<file path="src/rtl/fetch_irq_ctrl.sv">
// Fetch stage with a vectored, prioritised interrupt controller and PC-save stack.
// Latency: PC, int_ack, int_level and int_active update on every clk edge; a taken irq is fetched next cycle.
// Backpressure: ldStall and HALT hold the PC; jorb redirects it; an irq or RTI overrides both.
//
// Ports:
//   clk, rst (sync, active-high) | newPC/jorb from execute | ldStall from hazard unit
//   irq[NUM_IRQ] level requests  | imem_rdata/imem_addr combinational instruction memory
//   instr/PC/PCPlus1 to decode   | int_ack (one-hot pulse), int_active, int_level status
//
// Build option: define FETCH_IRQ_NESTING_EN for nested interrupts up to STACK_DEPTH.
// Without it a single PC/level save register is used and no irq is taken while one
// is active.
module fetch_irq_ctrl #(
  parameter int          PC_W        = 16,
  parameter int          INSTR_W     = 16,
  parameter int          NUM_IRQ     = 4,
  parameter int          STACK_DEPTH = 4,
  parameter int unsigned RESET_PC    = 0,
  parameter int unsigned VEC_BASE    = 32'h0005,
  parameter int unsigned VEC_STRIDE  = 4,
  localparam int         LVL_W       = (NUM_IRQ > 1) ? $clog2(NUM_IRQ) : 1
) (
  input  logic               clk,
  input  logic               rst,
  input  logic [PC_W-1:0]    newPC,
  input  logic               jorb,
  input  logic               ldStall,
  input  logic [NUM_IRQ-1:0] irq,
  input  logic [INSTR_W-1:0] imem_rdata,
  output logic [PC_W-1:0]    imem_addr,
  output logic [INSTR_W-1:0] instr,
  output logic [PC_W-1:0]    PC,
  output logic [PC_W-1:0]    PCPlus1,
  output logic [NUM_IRQ-1:0] int_ack,
  output logic               int_active,
  output logic [LVL_W-1:0]   int_level
);

`ifdef FETCH_IRQ_NESTING_EN
  localparam int EFF_DEPTH = STACK_DEPTH;
`else
  // Single save slot; STACK_DEPTH has no effect in this build.
  localparam int EFF_DEPTH = (STACK_DEPTH > 0) ? 1 : 1;
`endif
  localparam int DEPTH_W = $clog2(EFF_DEPTH + 1);

  localparam logic [3:0] OP_HALT = 4'h0;
  localparam logic [3:0] OP_RTI  = 4'h3;

  // State
  logic [PC_W-1:0]    pc_q, pc_d;
  logic [NUM_IRQ-1:0] pend_q, pend_d;
  logic [NUM_IRQ-1:0] ack_q, ack_d;
  logic [LVL_W-1:0]   lvl_q, lvl_d;
  logic [DEPTH_W-1:0] depth_q, depth_d;
  logic [PC_W-1:0]    stk_pc_q  [EFF_DEPTH];
  logic [PC_W-1:0]    stk_pc_d  [EFF_DEPTH];
  logic [LVL_W-1:0]   stk_lvl_q [EFF_DEPTH];
  logic [LVL_W-1:0]   stk_lvl_d [EFF_DEPTH];

  // Decode / selection
  logic [3:0]         opcode;
  logic               is_halt;
  logic               is_rti;
  logic               rti_pop;
  logic               room;
  logic [PC_W-1:0]    pc_plus1;
  logic [PC_W-1:0]    seq_pc;
  logic [NUM_IRQ-1:0] pend_eff;
  logic [NUM_IRQ-1:0] cand;
  logic               take_vld;
  logic [LVL_W-1:0]   take_idx;
  logic [PC_W-1:0]    vec_pc;
  logic [PC_W-1:0]    top_pc;
  logic [LVL_W-1:0]   top_lvl;

  always_comb begin
    opcode   = imem_rdata[INSTR_W-1 -: 4];
    is_halt  = (opcode == OP_HALT);
    is_rti   = (opcode == OP_RTI);
    rti_pop  = is_rti && (depth_q != '0);
    room     = (int'(depth_q) < EFF_DEPTH);
    pc_plus1 = pc_q + PC_W'(1);

    // Sequential PC is also what gets saved on an irq, so a branch or a stall
    // in the interrupted cycle is honoured on return.
    if (jorb)                    seq_pc = newPC;
    else if (is_halt || ldStall) seq_pc = pc_q;
    else                         seq_pc = pc_plus1;

    // A request is visible in the same cycle it is raised.
    pend_eff = pend_q | irq;

    // Idle: anything goes. Nested: strictly higher priority and a free slot.
    cand = '0;
    for (int k = 0; k < NUM_IRQ; k++) begin
      cand[k] = pend_eff[k] &&
                ((depth_q == '0) || (room && (k < int'(lvl_q))));
    end

    take_vld = 1'b0;
    take_idx = '0;
    for (int k = NUM_IRQ - 1; k >= 0; k--) begin
      if (cand[k]) begin
        take_vld = 1'b1;
        take_idx = LVL_W'(k);
      end
    end

    vec_pc = PC_W'(VEC_BASE + 32'(take_idx) * VEC_STRIDE);

    top_pc  = '0;
    top_lvl = '0;
    for (int k = 0; k < EFF_DEPTH; k++) begin
      if (k == int'(depth_q) - 1) begin
        top_pc  = stk_pc_q[k];
        top_lvl = stk_lvl_q[k];
      end
    end
  end

  always_comb begin
    pc_d      = seq_pc;
    pend_d    = pend_eff;
    ack_d     = '0;
    lvl_d     = lvl_q;
    depth_d   = depth_q;
    stk_pc_d  = stk_pc_q;
    stk_lvl_d = stk_lvl_q;

    // RTI beats a simultaneous irq; the irq stays pending for next cycle.
    if (rti_pop) begin
      pc_d    = top_pc;
      depth_d = depth_q - DEPTH_W'(1);
      lvl_d   = (depth_q == DEPTH_W'(1)) ? '0 : top_lvl;
    end else if (take_vld) begin
      for (int k = 0; k < EFF_DEPTH; k++) begin
        if (k == int'(depth_q)) begin
          stk_pc_d[k]  = seq_pc;
          stk_lvl_d[k] = lvl_q;
        end
      end
      depth_d = depth_q + DEPTH_W'(1);
      pc_d    = vec_pc;
      lvl_d   = take_idx;
      ack_d   = NUM_IRQ'(1) << take_idx;
      pend_d  = pend_eff & ~(NUM_IRQ'(1) << take_idx);
    end
  end

  always_ff @(posedge clk) begin
    if (rst) begin
      pc_q    <= PC_W'(RESET_PC);
      pend_q  <= '0;
      ack_q   <= '0;
      lvl_q   <= '0;
      depth_q <= '0;
    end else begin
      pc_q    <= pc_d;
      pend_q  <= pend_d;
      ack_q   <= ack_d;
      lvl_q   <= lvl_d;
      depth_q <= depth_d;
    end
  end

  // Save-stack contents are only meaningful below depth_q, so no reset needed.
  always_ff @(posedge clk) begin
    stk_pc_q  <= stk_pc_d;
    stk_lvl_q <= stk_lvl_d;
  end

  assign imem_addr  = pc_q;
  assign instr      = imem_rdata;
  assign PC         = pc_q;
  assign PCPlus1    = pc_plus1;
  assign int_ack    = ack_q;
  assign int_active = (depth_q != '0);
  assign int_level  = lvl_q;

endmodule

</file>
<file path="config.mk">
export PLATFORM = sky130hd
export DESIGN_NAME = fetch_irq_ctrl
export DESIGN_NICKNAME = d
export VERILOG_FILES = /design/src/rtl/fetch_irq_ctrl.sv
export SDC_FILE = /design/constraint.sdc
export NUM_CORES = 1
export LEC_CHECK = 0
export BUFFER_PORTS_ARGS = -buffer_cell sky130_fd_sc_hd__buf_2
export CAP_MARGIN = 10
export CORE_AREA = 2 2 73 75
export CTS_CLUSTER_SIZE = 12
export DETAILED_ROUTE_END_ITERATION = 10
export DIE_AREA = 0 0 75 77
export MAX_ROUTING_LAYER = met4
export PLACE_DENSITY = 0.81
export SYNTH_ARGS = -nofsm -noshare
export SYNTH_HDL_FRONTEND = slang
export SYNTH_SLANG_ARGS = --single-unit
</file>
<file path="constraint.sdc">
create_clock -name clk -period 7.18 [get_ports clk]
set_input_delay 1.077 -clock clk [delete_from_list [all_inputs] [get_ports clk]]
set_output_delay 1.077 -clock clk [all_outputs]
set_load 0.01 [all_outputs]
</file>
==> results of run 1 <==
[flip-flops by register name, indices dropped and copies added, names as in the netlist]
signal	cells
pend_q	4
int_active	1
int_level	2
int_ack	4
PC	16
stk_pc_q	16
[kinds of logic after synthesis]
group           after synthesis
flops                        43
xor+xnor                     23
fa+ha+maj                     1
mux                           4
compound gates               51
buf+inv                      51
simple gates                101
[layout make-up]
type	count	area share
Clock buffer	7	0.0273
Multi-Input combinational cell	180	0.411
Timing Repair Buffer	88	0.159
Inverter	3	0.00403
Sequential cell	43	0.365
Clock inverter	1	0.00179
Tap cell	70	0.0313
[metal layers]
metal / vias to the layer above / share of wire
met3: 10 / 0.074
met4: 0 / 0.019
met5: - / 0
met1: 1011 / 0.42
met2: 87 / 0.48
li1: 1031 / -
[worst max-delay path by stage]
stage / start / endpoint / slack [ns] / depth (start not counted)
after detailed placement: irq[0] / PC[12]$_SDFF_PP0_ / 4.02 / 7
after CTS: PC[0]$_SDFF_PP0_ / PCPlus1[14] / 3.93 / 7
after global placement: irq[0] / PC[12]$_SDFF_PP0_ / 4.06 / 7
after global routing: PC[0]$_SDFF_PP0_ / PCPlus1[14] / 3.67 / 7
after floorplan: irq[3] / PC[12]$_SDFF_PP0_ / 4.13 / 5
final: PC[0]$_SDFF_PP0_ / PCPlus1[14] / 3.93 / 7
[cells in the final DEF, fill, tap and decap left out, types with 4 or more instances in the layout]
cell type	count
edfxtp_1	16
o21ai_1	4
clkbuf_8	5
nor4_1	4
o21ai_0	12
nor2_1	26
buf_2	86
xnor2_1	13
a22o_1	9
nand2_1	27
nand3_1	7
nor3_1	13
dfxtp_1	27
xor2_1	10
or3_1	5
a21oi_1	11
[stage by stage]
stage / total power [uW] / instance area [um^2] / worst slack (ns) / utilization
after CTS: 526 / 2800 / 3.93 / 0.562
after global routing: 548 / 2800 / 3.67 / 0.562
after detailed placement: 379 / 2720 / 4.02 / 0.546
after global placement: 376 / 2720 / 4.06 / 0.546
final: 522 / 2800 / 3.93 / 0.562
after floorplan: 356 / 2480 / 4.13 / -
[where the power goes]
group	internal, uW	switching (uW)	leakage (uW)	total, uW
sequential	273	16.0	0.000387	289
clock	68.3	79.4	0.0000422	148
combinational	35.7	49.6	0.000791	85.2
total	377	145	0.00122	522
==> impl_metrics.tcl, run 1 <==
set metrics [dict create \
    insertion_delay_ns 0.30 \
    numCtsBuffers 5 \
    die_h_um 77 \
    grt_setup_unrepaired "no" \
    multi_input_area_mm2 0.00115 \
    ir_drop_uv 140 \
    place.detailed.hpwl_um 4190 \
    slowest_delay_ns 0.51 \
    postCtsSetupBuffers 0 \
    cpMaxStageDelayCell "dfxtp_1" \
    crit_fanout 8 \
    io_pins 111 \
    synth_area_per_cell_um2 9.06 \
    rows 26 \
    setup_viol 0 \
    worstPathRequired_ns 6.10 \
    overflow 0 \
    synth_ff_type "dfxtp_1" \
    worstSetupPathType "reg -> out" \
    syn_inst 274 \
    synthTopCellsByArea "dfxtp_1 22%, edfxtp_1 19%, buf_4 9.7%" \
    hold_path.class "reg -> reg" \
    crit_top_cell "nor2_1" \
    ant_nets 0 \
    place_congestion 0.796 \
    post-route-min-period_ns 3.25 \
    synth_common_cells "32 x buf_4, 27 x dfxtp_1, 27 x nand2_1, 26 x nor2_1, 16 x edfxtp_1" \
    drv_cap 0 \
    nets 362 \
    finalCritPeriodShare 0.453 \
    grtUsageMet3 0.0644 \
    root_buffer "clkbuf_8" \
    track_usage 0.223 \
    cts_resized 0 \
    final_cells 392 \
    yosysTopAreaCell "dfxtp_1" \
    io_buffers 86 \
    yosys.area_share.simple 0.218 \
    synth.area.mux_share 0.0166 \
    cp_cell_sequence "ha_1, nand3_2, nor2_1, nand2_1, nor2_1, xor2_1, buf_2" \
    start_kind "flip-flop" \
    drt_first_pass_iters 4 \
    clock.fmax_mhz 308 \
    via_per_inst 5.46 \
    clk_pin_slew_ns 0.08 \
    ctsHoldBuffers 0 \
    grt_max_degree 36 \
    min_path_cells 1 \
    antenna_found_initial 0 \
    endpoint_kind "output port" \
    synth_nets 315 \
    cts_sinks 43 \
    wirelength_um 5790 \
    synth_top_area_frac 0.218 \
    seqCellArea_mm2 0.00102 \
    met1_usage 0.277 \
    num-fill-cells 474 \
    core_mm2 0.00498 \
    fp.dieW_um 75 \
    vias 2139 \
    cp.buffers_inverters 1 \
    finClkSkew_ns 0.00966 \
    synth_xor_area_frac 0.0812 \
    busiest_layer "met2" \
    rr_startpoint "PC[0]$_SDFF_PP0_" \
    p_leak_uw 0.00122 \
    cts_tree "built" \
    grt_first_pass_wirelength_um 9590 \
    drt-initial-drc-count 136 \
    htreeDepth 2 \
    synth_enable_flop_cells 16 \
    synth_cell_types 43 \
    synthAdderAreaFrac 0.00504 \
    ys_async_sr_fraction 0 \
    wire_per_inst_um 14.8 \
    reg2reg_depth 6 \
    status "finished, final reports clean" \
    r2r-end "stk_pc_q[12]$_DFFE_PP_" \
    synth_top_family_by_area "simple AND/OR/NAND/NOR gates" \
    netlist_area_mm2 0.00248 \
    yosysMostFrequentCell "buf_4" \
    whs_ns 0.460 \
    ys_seq_area_frac 0.411 \
    whs_endpoint "PC[1]$_SDFF_PP0_" \
    initial_utilization 0.498 \
    crit_family "simple AND/OR/NAND/NOR gates" \
    worstMarginPinSlew_ns 0.860 \
    area_growth_pct 12.7 \
    synth-compound-area-share 0.140 \
    hold_start "stk_pc_q[1]$_DFFE_PP_" \
    drive_above_1_share 0.326 \
    hold_violations 0 \
    grt_pass1_vias 2038 \
    maxSlewHeadroom 0.423 \
    dieArea_mm2 0.00578 \
    antenna_cells 0 \
    cts_buffer_depth 2 \
    dp.cells 384 \
    ys_warn_count 0 \
    synth_seq_cells 43 \
    arrival_ns 2.17 \
    slew_viol_final 0 \
    use_met2 0.341 \
    drcViolationCount 0 \
    fin_tns_setup_ns 0 \
    cellPowerDensity_mw_per_mm2 187 \
    r2r_slack_ns 4.78 \
]
Note: power is estimated with default switching activity, not from simulation.
==> run 2: changes to the inputs <==
Settings changed: CORE_AREA 2 2 73 75 to 2 2 76 78, DIE_AREA 0 0 75 77 to 0 0 78 80, PLACE_DENSITY 0.81 to 0.75.
Clock period 7.18 ns to 3.04 ns, I/O delays scaled along.
==> impl_metrics.tcl, run 2 (synthesis gave the netlist of run 1 again) <==
set metrics [dict create \
    clock.fmax_mhz 388 \
    nets 364 \
    rr_startpoint "PC[0]$_SDFF_PP0_" \
    grt_first_pass_wirelength_um 9250 \
    ir_drop_uv 213 \
    ctsHoldBuffers 0 \
    layout_common_cells "86 x buf_2, 27 x dfxtp_1, 27 x nand2_1" \
    grt_pass1_vias 1953 \
    rows 27 \
    cts_tree "built" \
    numCtsBuffers 5 \
    cp-startpoint "PC[0]$_SDFF_PP0_" \
    io_pins 111 \
    htreeDepth 2 \
    whs_ns 0.460 \
    postCtsSetupBuffers 0 \
    die_h_um 80 \
    crit_top_cell "nor2_1" \
    slew_viol_final 0 \
    io_buffers 86 \
    overflow 0 \
    place_congestion 0.815 \
    r2r_slack_ns 0.67 \
    drt_first_pass_iters 4 \
    worstSetupPathType "reg -> out" \
    slowest_delay_ns 0.51 \
    cts_resized 0 \
    start_kind "flip-flop" \
    worstMarginPinSlew_ns 0.647 \
    grt_setup_unrepaired "no" \
    drt-initial-drc-count 130 \
    grt_max_degree 36 \
    p_leak_uw 0.00123 \
    area_growth_pct 13.4 \
    hold_path.class "reg -> reg" \
    antenna_found_initial 0 \
    dieArea_mm2 0.00624 \
    drcViolationCount 0 \
    wirelength_um 5890 \
    post-route-min-period_ns 2.58 \
    finClkSkew_ns 0.00609 \
    core_mm2 0.00541 \
    num-fill-cells 537 \
    cpMaxStageDelayCell "dfxtp_1" \
    cts_buffer_depth 2 \
    wire_per_inst_um 14.9 \
    crit_fanout 8 \
    worstPathRequired_ns 2.58 \
    setup_viol 0 \
    fp.dieW_um 78 \
    via_per_inst 5.45 \
    track_usage 0.192 \
    drv_cap 0 \
    initial_utilization 0.459 \
    cellPowerDensity_mw_per_mm2 439 \
    clk_pin_slew_ns 0.08 \
    finalCritPeriodShare 0.847 \
    cts_sinks 43 \
    arrival_ns 2.12 \
    cp.buffers_inverters 1 \
    fin_total_pwr_uw 1230 \
    ant_nets 0 \
    maxSlewHeadroom 0.567 \
    status "finished, final reports clean" \
    mostFrequentLayoutCell "buf_2" \
    place.detailed.hpwl_um 4230 \
    hold_violations 0 \
    insertion_delay_ns 0.29 \
    crit_family "simple AND/OR/NAND/NOR gates" \
    drive_above_1_share 0.330 \
    root_buffer "clkbuf_8" \
    cp_cell_sequence "ha_1, nand3_2, nor2_1, nand2_1, nor2_1, xor2_1, buf_2" \
    vias 2158 \
    hold_start "stk_pc_q[13]$_DFFE_PP_" \
    antenna_cells 0 \
    fin_tns_setup_ns 0 \
    endpoint_kind "output port" \
]
==> run 2: cell count changes in the layout (fill, tap and decap cells not counted), sizes merged <==
cell | previous run | this run
buf | 88 | 90
==> run 2: layout make-up <==
| cell class | count | area (um^2) | area share |
|---|---|---|---|
| Multi-Input combinational cell | 180 | 1150 | 0.409 |
| Sequential cell | 43 | 1020 | 0.363 |
| Inverter | 3 | 11.3 | 0.00400 |
| Timing Repair Buffer | 90 | 460 | 0.164 |
| Tap cell | 72 | 90.1 | 0.0320 |
| Clock inverter | 1 | 5.00 | 0.00178 |
| Clock buffer | 7 | 76.3 | 0.0271 |
==> run 2: routing by layer <==
layer,wire [um],global-route usage,vias to the layer above
met5,0,-,-
met4,63,0.0719,0
met3,370,0.0385,10
met2,2990,0.324,86
met1,2470,0.227,1019
li1,-,-,1043
==> run 2: final timing paths <==
path,endpoint,cells after the start
worst min-delay path,PC[13]$_SDFF_PP0_,1
worst max-delay path,PCPlus1[14],7
worst max register to register,stk_pc_q[12]$_DFFE_PP_,6
worst min register to register,PC[13]$_SDFF_PP0_,1
==> run 2: where the power goes <==
group / switching (uW) / leakage, uW / internal, uW / total, uW
registers: 38.8 / 0.000387 / 645 / 684
clock network: 189 / 0.0000422 / 161 / 350
logic: 115 / 0.000802 / 85.3 / 201
total: 343 / 0.00123 / 892 / 1230
==> run 2: metrics by stage <==
stage / setup WS [ns] / utilization / cell area, um^2 / instances
finish: 0.464 / 0.521 / 2810 / 396
global route: 0.284 / 0.521 / 2810 / 396
CTS: 0.462 / 0.521 / 2810 / 396
detailed placement: 0.702 / 0.506 / 2730 / 388
global placement: 0.712 / 0.506 / 2730 / 388
floorplan: 0.606 / - / 2480 / 274
==> run 3: changes to the inputs <==
Settings changed: CORE_AREA 2 2 76 78 to 2 2 79 81, DIE_AREA 0 0 78 80 to 0 0 81 83, PLACE_DENSITY 0.75 to 0.73.
Clock period 3.04 ns to 2.08 ns, I/O delays scaled along.
==> impl_metrics.tcl, run 3 (synthesis gave the netlist of run 1 again) <==
set metrics [dict create \
    status "finished, final reports clean" \
    worst_slack_ns 0.0518 \
    initial_utilization 0.427 \
    hold_violations 0 \
    worstMarginPinSlew_ns 0.888 \
    drt-initial-drc-count 142 \
    postPlaceCellArea_mm2 0.00289 \
    rr_startpoint "PC[1]$_SDFF_PP0_" \
    area_growth_pct 22.2 \
    whs_ns 0.307 \
    insertion_delay_ns 0.30 \
    dieArea_mm2 0.00672 \
    fp.dieW_um 81 \
    preCtsSetupSlack_ns 0.0644 \
    finalCritPeriodShare 0.975 \
    via_per_inst 5.38 \
    mostFrequentLayoutCell "buf_2" \
    root_buffer "clkbuf_8" \
    drive_above_1_share 0.404 \
    cp-startpoint "PC[1]$_SDFF_PP0_" \
    endpoint_kind "output port" \
    finClkSkew_ns 0.0124 \
    die_h_um 83 \
    cellPowerDensity_mw_per_mm2 616 \
    crit_family "simple AND/OR/NAND/NOR gates" \
    htreeDepth 2 \
    antenna_cells 0 \
    drt_first_pass_iters 4 \
    r2r-end "stk_pc_q[12]$_DFFE_PP_" \
    io_buffers 86 \
    ir_drop_uv 322 \
    place_congestion 0.868 \
    grt_pass1_vias 2095 \
    num-fill-cells 574 \
    numCtsBuffers 5 \
    track_usage 0.196 \
    ant_nets 0 \
    r2r_slack_ns 0.11 \
    slowest_delay_ns 0.39 \
    fin_tns_setup_ns 0 \
    drv_cap 0 \
    place.detailed.hpwl_um 4750 \
    start_kind "flip-flop" \
    clk_pin_slew_ns 0.09 \
    crit_fanout 6 \
    maxSlewHeadroom 0.406 \
    cts_buffer_depth 2 \
    drcViolationCount 0 \
    p_leak_uw 0.00134 \
    slew_viol_final 0 \
    vias 2244 \
    grt_setup_unrepaired "yes" \
    arrival_ns 1.72 \
    cpMaxStageDelayCell "dfxtp_4" \
    clock.fmax_mhz 493 \
    crit_end "PCPlus1[12]" \
    grt_max_degree 35 \
    core_mm2 0.00582 \
    fin_total_pwr_uw 1870 \
    wirelength_um 6310 \
    nets 382 \
    wire_per_inst_um 15.1 \
    cp.buffers_inverters 1 \
    fin_area_mm2 0.00303 \
    post-route-min-period_ns 2.03 \
    cts_sinks 43 \
    grt_first_pass_wirelength_um 10100 \
    setup_viol 0 \
    worstPathRequired_ns 1.77 \
    cp_cell_sequence "ha_2, nand3_2, nor2_4, nand2_2, nor2_1, xor2_1, buf_2" \
    io_pins 111 \
    worstSetupPathType "reg -> out" \
    cp.depth 7 \
    overflow 0 \
    antenna_found_initial 0 \
    rows 28 \
    reg2reg_depth 6 \
    layout_common_cells "86 x buf_2, 26 x nand2_1, 23 x dfxtp_1, 23 x nor2_1, 21 x buf_4" \
    hold_path.class "in -> reg" \
    cts_tree "built" \
]
run 3: routing by layer:
layer  track usage  up-vias  part of all wire
li1              -     1080                 -
met1         0.257     1047              0.42
met2         0.289       97              0.48
met3        0.0402       20             0.070
met4        0.0863        0             0.026
met5             -        -                 0
run 3: stage by stage:
step / utilization / instances
6_report: 0.522 / 417
5_1_grt: 0.522 / 417
4_1_cts: 0.515 / 416
3_5_place_dp: 0.496 / 408
3_3_place_gp: 0.496 / 408
2_1_floorplan: - / 274
run 3: area by class of cell:
| cell class | count | area (um^2) | share of cell area |
|---|---|---|---|
| clock buffers | 5 | 68.8 | 0.0227 |
| clock inverters | 3 | 20.0 | 0.00660 |
| inverters | 3 | 11.3 | 0.00371 |
| multi-input cells | 180 | 1200 | 0.396 |
| flip-flops and latches | 43 | 1030 | 0.340 |
| well taps | 75 | 93.8 | 0.0309 |
| repair buffers | 108 | 608 | 0.200 |
run 3: timing repair:
| action | 4_1_cts | 5_1_grt |
|---|---|---|
| pin swaps | 1 | 1 |
| hold buffers | 0 | 0 |
| buffers inserted | 0 | 1 |
| setup endpoints to repair | 5 | 5 |
| gates resized for setup | 10 | 6 |
run 3: worst reg2reg max path: cells and delay by family, from the launching register on:
kind,cells,cell delay (ns)
DFF,1,0.39
and+or+nand+nor,3,0.69
xor gates and xnor gates,1,0.17
adders and majority gates,1,0.20
muxes,1,0.27
run 3: report_power, final:
| part | switching [uW] | internal [uW] |
|---|---|---|
| combinational | 198 | 150 |
| sequential | 40.0 | 942 |
| clock | 304 | 234 |
run 3: worst min path at each step:
stage                                   to  cells past startpoint                   start  slack, ns
global placement          PC[1]$_SDFF_PP0_                      1   stk_pc_q[1]$_DFFE_PP_       0.44
finish                pend_q[0]$_SDFF_PP0_                      3                     rst       0.31
CTS                  stk_pc_q[8]$_DFFE_PP_                      3                newPC[8]       0.31
detailed placement       PC[15]$_SDFF_PP0_                      1  stk_pc_q[15]$_DFFE_PP_       0.45
floorplan             pend_q[1]$_SDFF_PP0_                      1                     rst       0.39
global route        stk_pc_q[13]$_DFFE_PP_                      3               newPC[13]       0.32
